--- config.mk ---
export PLATFORM = sky130hd
export DESIGN_NAME = spi_peripheral
export DESIGN_NICKNAME = d
export VERILOG_FILES = /design/src/rtl/spi_peripheral.sv
export SDC_FILE = /design/constraint.sdc
export NUM_CORES = 1
export LEC_CHECK = 0
export ABC_AREA = 1
export BUFFER_PORTS_ARGS = -buffer_cell sky130_fd_sc_hd__buf_2
export CORE_AREA = 2 2 67 69
export DETAILED_ROUTE_END_ITERATION = 10
export DIE_AREA = 0 0 69 71
export PLACE_DENSITY = 0.73
export SYNTH_ARGS = -nofsm -noshare
export SYNTH_HDL_FRONTEND = slang
export SYNTH_SLANG_ARGS = --single-unit
export TNS_END_PERCENT = 1
--- constraint.sdc ---
create_clock -name i_clk -period 1.3 [get_ports i_clk]
set_clock_uncertainty 0.15 [all_clocks]
set_input_delay 0.13 -clock i_clk [delete_from_list [all_inputs] [get_ports i_clk]]
set_output_delay 0.13 -clock i_clk [all_outputs]
set_load 0.005 [all_outputs]
--- src/rtl/spi_peripheral.sv ---
// SPI mode-0 peripheral: synchronised SCLK/CS/MOSI, byte shift in/out with a one-byte TX holding buffer.
// Define SPI_PERIPHERAL_ECHO_EN to transmit the last received byte when the holding buffer is empty.
`timescale 1ns/1ps
module spi_peripheral #(
  parameter int SYNC_STAGES = 2
) (
  input  logic       i_clk,
  input  logic       i_rst,
  input  logic       i_sclk,
  input  logic       i_cs_n,
  input  logic       i_mosi,
  output logic       o_miso,
  output logic       o_miso_oe,
  input  logic [7:0] i_tx_data,
  input  logic       i_tx_valid,
  output logic       o_tx_ready,
  output logic [7:0] o_rx_data,
  output logic       o_rx_valid,
  output logic       o_frame_err,
  output logic       o_busy
);

  typedef enum logic [1:0] {
    IDLE  = 2'd0,
    LOAD  = 2'd1,
    SHIFT = 2'd2
  } state_t;

  state_t state;
  state_t state_next;

  logic [SYNC_STAGES-1:0] sclk_sync;
  logic [SYNC_STAGES-1:0] cs_sync;
  logic [SYNC_STAGES-1:0] mosi_sync;
  logic                   sclk_prev;
  logic                   sclk_now;
  logic                   cs_n_now;
  logic                   mosi_now;
  logic                   sclk_rise;
  logic                   sclk_fall;

  logic [7:0] tx_shift;
  logic [7:0] rx_shift;
  logic [7:0] rx_data;
  logic [7:0] buf_data;
  logic [7:0] load_val;
  logic [7:0] fill_val;
  logic [2:0] bit_cnt;
  logic       reload_pending;
  logic       tx_ready;
  logic       consume;
  logic       rx_valid;
  logic       frame_err;

  assign sclk_now  = sclk_sync[SYNC_STAGES-1];
  assign cs_n_now  = cs_sync[SYNC_STAGES-1];
  assign mosi_now  = mosi_sync[SYNC_STAGES-1];
  assign sclk_rise = sclk_now & ~sclk_prev;
  assign sclk_fall = ~sclk_now & sclk_prev;

`ifdef SPI_PERIPHERAL_ECHO_EN
  assign fill_val = rx_data;
`else
  assign fill_val = 8'h00;
`endif

  // Outputs decode directly from registered state.
  assign o_miso      = (state == SHIFT) ? tx_shift[7] : 1'b0;
  assign o_miso_oe   = (state != IDLE);
  assign o_busy      = (state != IDLE);
  assign o_tx_ready  = tx_ready;
  assign o_rx_data   = rx_data;
  assign o_rx_valid  = rx_valid;
  assign o_frame_err = frame_err;

  always_ff @(posedge i_clk or posedge i_rst) begin
    if (i_rst) begin
      sclk_sync <= {SYNC_STAGES{1'b0}};
      cs_sync   <= {SYNC_STAGES{1'b1}};
      mosi_sync <= {SYNC_STAGES{1'b0}};
      sclk_prev <= 1'b0;
    end else begin
      sclk_sync <= {sclk_sync[SYNC_STAGES-2:0], i_sclk};
      cs_sync   <= {cs_sync[SYNC_STAGES-2:0], i_cs_n};
      mosi_sync <= {mosi_sync[SYNC_STAGES-2:0], i_mosi};
      sclk_prev <= sclk_now;
    end
  end

  always_ff @(posedge i_clk or posedge i_rst) begin
    if (i_rst) begin
      state <= IDLE;
    end else begin
      state <= state_next;
    end
  end

  always_comb begin
    state_next = state;
    consume    = 1'b0;
    load_val   = tx_ready ? fill_val : buf_data;
    if (cs_n_now) begin
      state_next = IDLE;
    end else begin
      case (state)
        IDLE:    state_next = LOAD;
        LOAD:    state_next = SHIFT;
        SHIFT:   state_next = SHIFT;
        default: state_next = IDLE;
      endcase
      // A consume is the LOAD cycle or the first falling edge after a completed byte.
      consume = (state == LOAD) || ((state == SHIFT) && sclk_fall && reload_pending);
    end
  end

  always_ff @(posedge i_clk or posedge i_rst) begin
    if (i_rst) begin
      tx_shift       <= 8'h00;
      rx_shift       <= 8'h00;
      rx_data        <= 8'h00;
      bit_cnt        <= 3'd0;
      reload_pending <= 1'b0;
      rx_valid       <= 1'b0;
      frame_err      <= 1'b0;
    end else begin
      rx_valid  <= 1'b0;
      frame_err <= 1'b0;
      if (cs_n_now) begin
        frame_err      <= (state != IDLE) && (bit_cnt != 3'd0);
        bit_cnt        <= 3'd0;
        rx_shift       <= 8'h00;
        reload_pending <= 1'b0;
      end else if (state == LOAD) begin
        tx_shift <= load_val;
      end else if (state == SHIFT) begin
        if (sclk_rise) begin
          rx_shift <= {rx_shift[6:0], mosi_now};
          bit_cnt  <= bit_cnt + 3'd1;
          if (bit_cnt == 3'd7) begin
            rx_data        <= {rx_shift[6:0], mosi_now};
            rx_valid       <= 1'b1;
            reload_pending <= 1'b1;
          end
        end
        if (sclk_fall) begin
          if (reload_pending) begin
            tx_shift       <= load_val;
            reload_pending <= 1'b0;
          end else begin
            tx_shift <= {tx_shift[6:0], 1'b0};
          end
        end
      end
    end
  end

  // Consume reads the old buffer before a same-cycle write refills it.
  always_ff @(posedge i_clk or posedge i_rst) begin
    if (i_rst) begin
      buf_data <= 8'h00;
      tx_ready <= 1'b1;
    end else if (i_tx_valid && tx_ready) begin
      buf_data <= i_tx_data;
      tx_ready <= 1'b0;
    end else if (consume) begin
      tx_ready <= 1'b1;
    end
  end

endmodule

==> flow_metrics.tcl <==
set metrics [dict create \
    end_kind "primary output" \
    worst_path_most_repeated_cell "sky130_fd_sc_hd__inv_2" \
    critical_path_buf_inv_count 4 \
    worst_setup_path_start_kind "flip-flop" \
    cts_root_buffer "sky130_fd_sc_hd__clkbuf_8" \
    max-cap-violations 0 \
    leakagePower_uw 0.001430 \
    timing.hold.worst_endpoint "o_tx_ready" \
    hold-path-cell-count 4 \
    max_slew.worst_pin.slew_ns 0.3224 \
    reg2reg_from "state[1]" \
    fin_total_pwr_uw 3715 \
    num_antenna_cells 0 \
    yosysUniqueCellTypes 20 \
    critical_path_arrival_ns 1.28 \
    unrepaired_setup_endpoints_after_global_routing "yes" \
    postSynthAreaPerCell_sq_um 9.012 \
    multi_input_gate_area_sq_um 812.0 \
    rows 24 \
    synthesis.instances 227 \
    critical_path.slowest_cell "sky130_fd_sc_hd__dfrtp_1" \
    path_clk_slew_ns 0.08 \
    fmaxAchievable_ghz 0.6412 \
    synth-seq-cells 47 \
    largest_net_degree_at_the_start_of_global_routing 48 \
    final.min_clock_period_ns 1.559 \
    setup_viol 33 \
    floorplan.initialDensity 0.4866 \
    globalRouteTotalUtil 0.1843 \
    finalSetupTns_ns -5.721 \
    chipHeight_microns 71 \
    detailedRoute.firstIterationViolations 109 \
    irDropWorstVdd_mv 1.162 \
    placed_cells_incl_taps 312 \
    port-buffer-count 27 \
    max_slew_vio_count 0 \
    synthesis.yosys.warnings 0 \
    core_area_sq_um 4204 \
    critPathMaxStageDelay_ns 0.41 \
    hpwlAfterDp_mm 2.507 \
    clock_tree.buffer_depth 2 \
    drt_antenna_net_count 0 \
    cts_htree_levels 2 \
    hold_path.class "in2reg" \
    clock_tree_from_tritoncts "built" \
    cp_cell_sequence "inv_2, ha_4, buf_6, nand2_2, inv_2, buf_2" \
    r2r-end "tx_shift[6]" \
    worstPathRequired_ns 1.02 \
    path_delay_family "flip-flops" \
    clock_latency_ns 0.30 \
    grt.overflow.total 0 \
    floorplan.die_area_sq_um 4899 \
    grt_pass1_vias 1627 \
    tritoncts.num_buffers 5 \
    synth.net_count 247 \
    chipWidth_microns 69 \
    regArea_sq_um 1180 \
    power_density_nw_per_um2 1396 \
    route.vias.total 1584 \
    cp_max_fanout 3 \
    fillerInstances 335 \
    timing.final.hold_violations 0 \
    seq_area_frac_synth 0.5768 \
    worstHoldStart "i_tx_valid" \
    wirelength_mm 3.968 \
    slew_headroom 0.7848 \
    drt-vias-per-instance 4.700 \
    number_of_antenna_violations_at_the_first_check_in_global_routing 0 \
    netlist_area_sq_um 2046 \
    area_delta_synth_final_pct 30.09 \
    finalNonFillerCells 337 \
    r2r_slack_ns -0.23 \
    drt-wirelength-per-cell_microns 11.77 \
    setup_ws_ns -0.2595 \
    boundaryPins 28 \
    cts.sink_count 47 \
    wire_length_of_the_first_global_routing_pass_mm 7.100 \
    drive_above_1_share 0.3088 \
    drcViolationCount 0 \
    status "finished with violations" \
    worst_r2r_path_depth 7 \
    dpl_worst_slack_ns -0.2925 \
    layout_worst_path_cycle_share 1.200 \
    global_placer_s_final_weighted_congestion 0.7653 \
    violations_in_the_final_reports "negative setup slack" \
    worst-setup-path-type "reg2out" \
    nNetsFinal 304 \
    dr.pass1.iters 4 \
]
what timing repair did:
action	in CTS	in global routing
buffers inserted	1	4
pin swaps	2	3
hold buffers	12	0
setup endpoints to repair	37	37
gates resized for setup	26	6
hold endpoints to repair	58	0
metal layers:
layer | track usage | wire length, microns | up-vias | part of all wire
met5 | 0 | 0 | - | 0
met4 | 0.05882 | 54 | 0 | 0.014
met3 | 0.05556 | 136 | 6 | 0.034
met2 | 0.3184 | 1940 | 23 | 0.49
met1 | 0.2225 | 1837 | 736 | 0.46
li1 | - | - | 819 | -
state kept, by name, indices dropped and copies added (netlist names), 2 cells and up:
signal	count
buf_data	8
mosi_sync	2
sclk_sync	2
cs_sync	2
bit_cnt	3
rx_shift	7
tx_shift	8
o_rx_data	8
state	2
power breakdown:
group | leakage, uW | internal, uW | switching (uW)
sequential | 0.000614 | 1730 | 162
clock | 0.0000422 | 378 | 468
combinational | 0.000774 | 410 | 563
total | 0.00143 | 2520 | 1190
Yosys cell counts:
cell	number	area, sq um
sky130_fd_sc_hd__a211oi_2	1	12.51
sky130_fd_sc_hd__a21oi_1	1	5.000
sky130_fd_sc_hd__buf_2	2	10.01
sky130_fd_sc_hd__buf_4	2	15.01
sky130_fd_sc_hd__buf_6	1	11.26
sky130_fd_sc_hd__dfrtp_1	44	1101
sky130_fd_sc_hd__dfstp_2	3	78.83
sky130_fd_sc_hd__ha_1	6	75.07
sky130_fd_sc_hd__inv_1	25	93.84
sky130_fd_sc_hd__inv_2	3	11.26
sky130_fd_sc_hd__nand2_1	79	296.5
sky130_fd_sc_hd__nand2_2	7	43.79
sky130_fd_sc_hd__nand3_1	20	100.1
sky130_fd_sc_hd__nand3_2	1	10.01
sky130_fd_sc_hd__nor2_1	7	26.28
sky130_fd_sc_hd__nor2_2	3	18.77
sky130_fd_sc_hd__nor2_4	3	33.78
sky130_fd_sc_hd__o21ai_0	12	60.06
sky130_fd_sc_hd__o21ai_1	5	25.02
sky130_fd_sc_hd__o21ai_2	2	17.52
worst max-delay path by stage:
stage | from | to | slack, ns | depth (start not counted)
after CTS | state[0] | o_miso | -0.25 | 6
final | state[0] | o_miso | -0.26 | 6
after floorplan | state[0] | tx_shift[4] | -0.08 | 8
after global routing | state[0] | o_miso | -0.33 | 6
after detailed placement | state[1] | tx_shift[4] | -0.29 | 5
after global placement | state[1] | tx_shift[4] | -0.25 | 5
per-stage QoR:
step | instance area, sq um | util | hold WS [ns]
after floorplan | 2052 | - | -0.01552
after global placement | 2311 | 0.5497 | 0.05568
after detailed placement | 2311 | 0.5497 | 0.05807
after CTS | 2619 | 0.6229 | 0.05394
after global routing | 2661 | 0.6330 | 0.09138
final | 2661 | 0.6330 | 0.05171
cell families after synthesis:
group / synth area share
and+or+nand+nor: 0.2587
DFF: 0.5768
buffers and inverters: 0.06911
AOI/OAI and AO/OA: 0.05871
adders and majority gates: 0.03670
worst register-to-register path: stages (launching register included):
cell and delay (ns):
sky130_fd_sc_hd__dfrtp_1 0.42, sky130_fd_sc_hd__inv_2 0.08, sky130_fd_sc_hd__ha_1 0.30, sky130_fd_sc_hd__inv_2 0.05, sky130_fd_sc_hd__nor2_4 0.11, sky130_fd_sc_hd__nand2_4 0.13
sky130_fd_sc_hd__nand2_1 0.10, sky130_fd_sc_hd__o21ai_1 0.07
placed cells by master, fill, tap and decap left out, drive strengths merged:
master | synthesis | final
dfrtp | 44 | 44
a211oi | 1 | 1
o21ai | 19 | 19
clkinvlp | 0 | 2
clkinv | 0 | 1
a21oi | 1 | 1
nand3 | 21 | 21
inv | 28 | 26
dfstp | 3 | 3
dlygate4sd3 | 0 | 12
clkbuf | 0 | 7
nand2 | 86 | 86
buf | 5 | 43
nor2 | 13 | 13
ha | 6 | 6
layout make-up:
cell class	count	share of cell area
clock buffer	7	0.02868
clock inverter	1	0.001881
timing repair buffer	55	0.1533
sequential	47	0.4433
multi-input combinational	147	0.3051
tap	52	0.02445
inverter	28	0.04325
(Power assumes the default switching activity.)
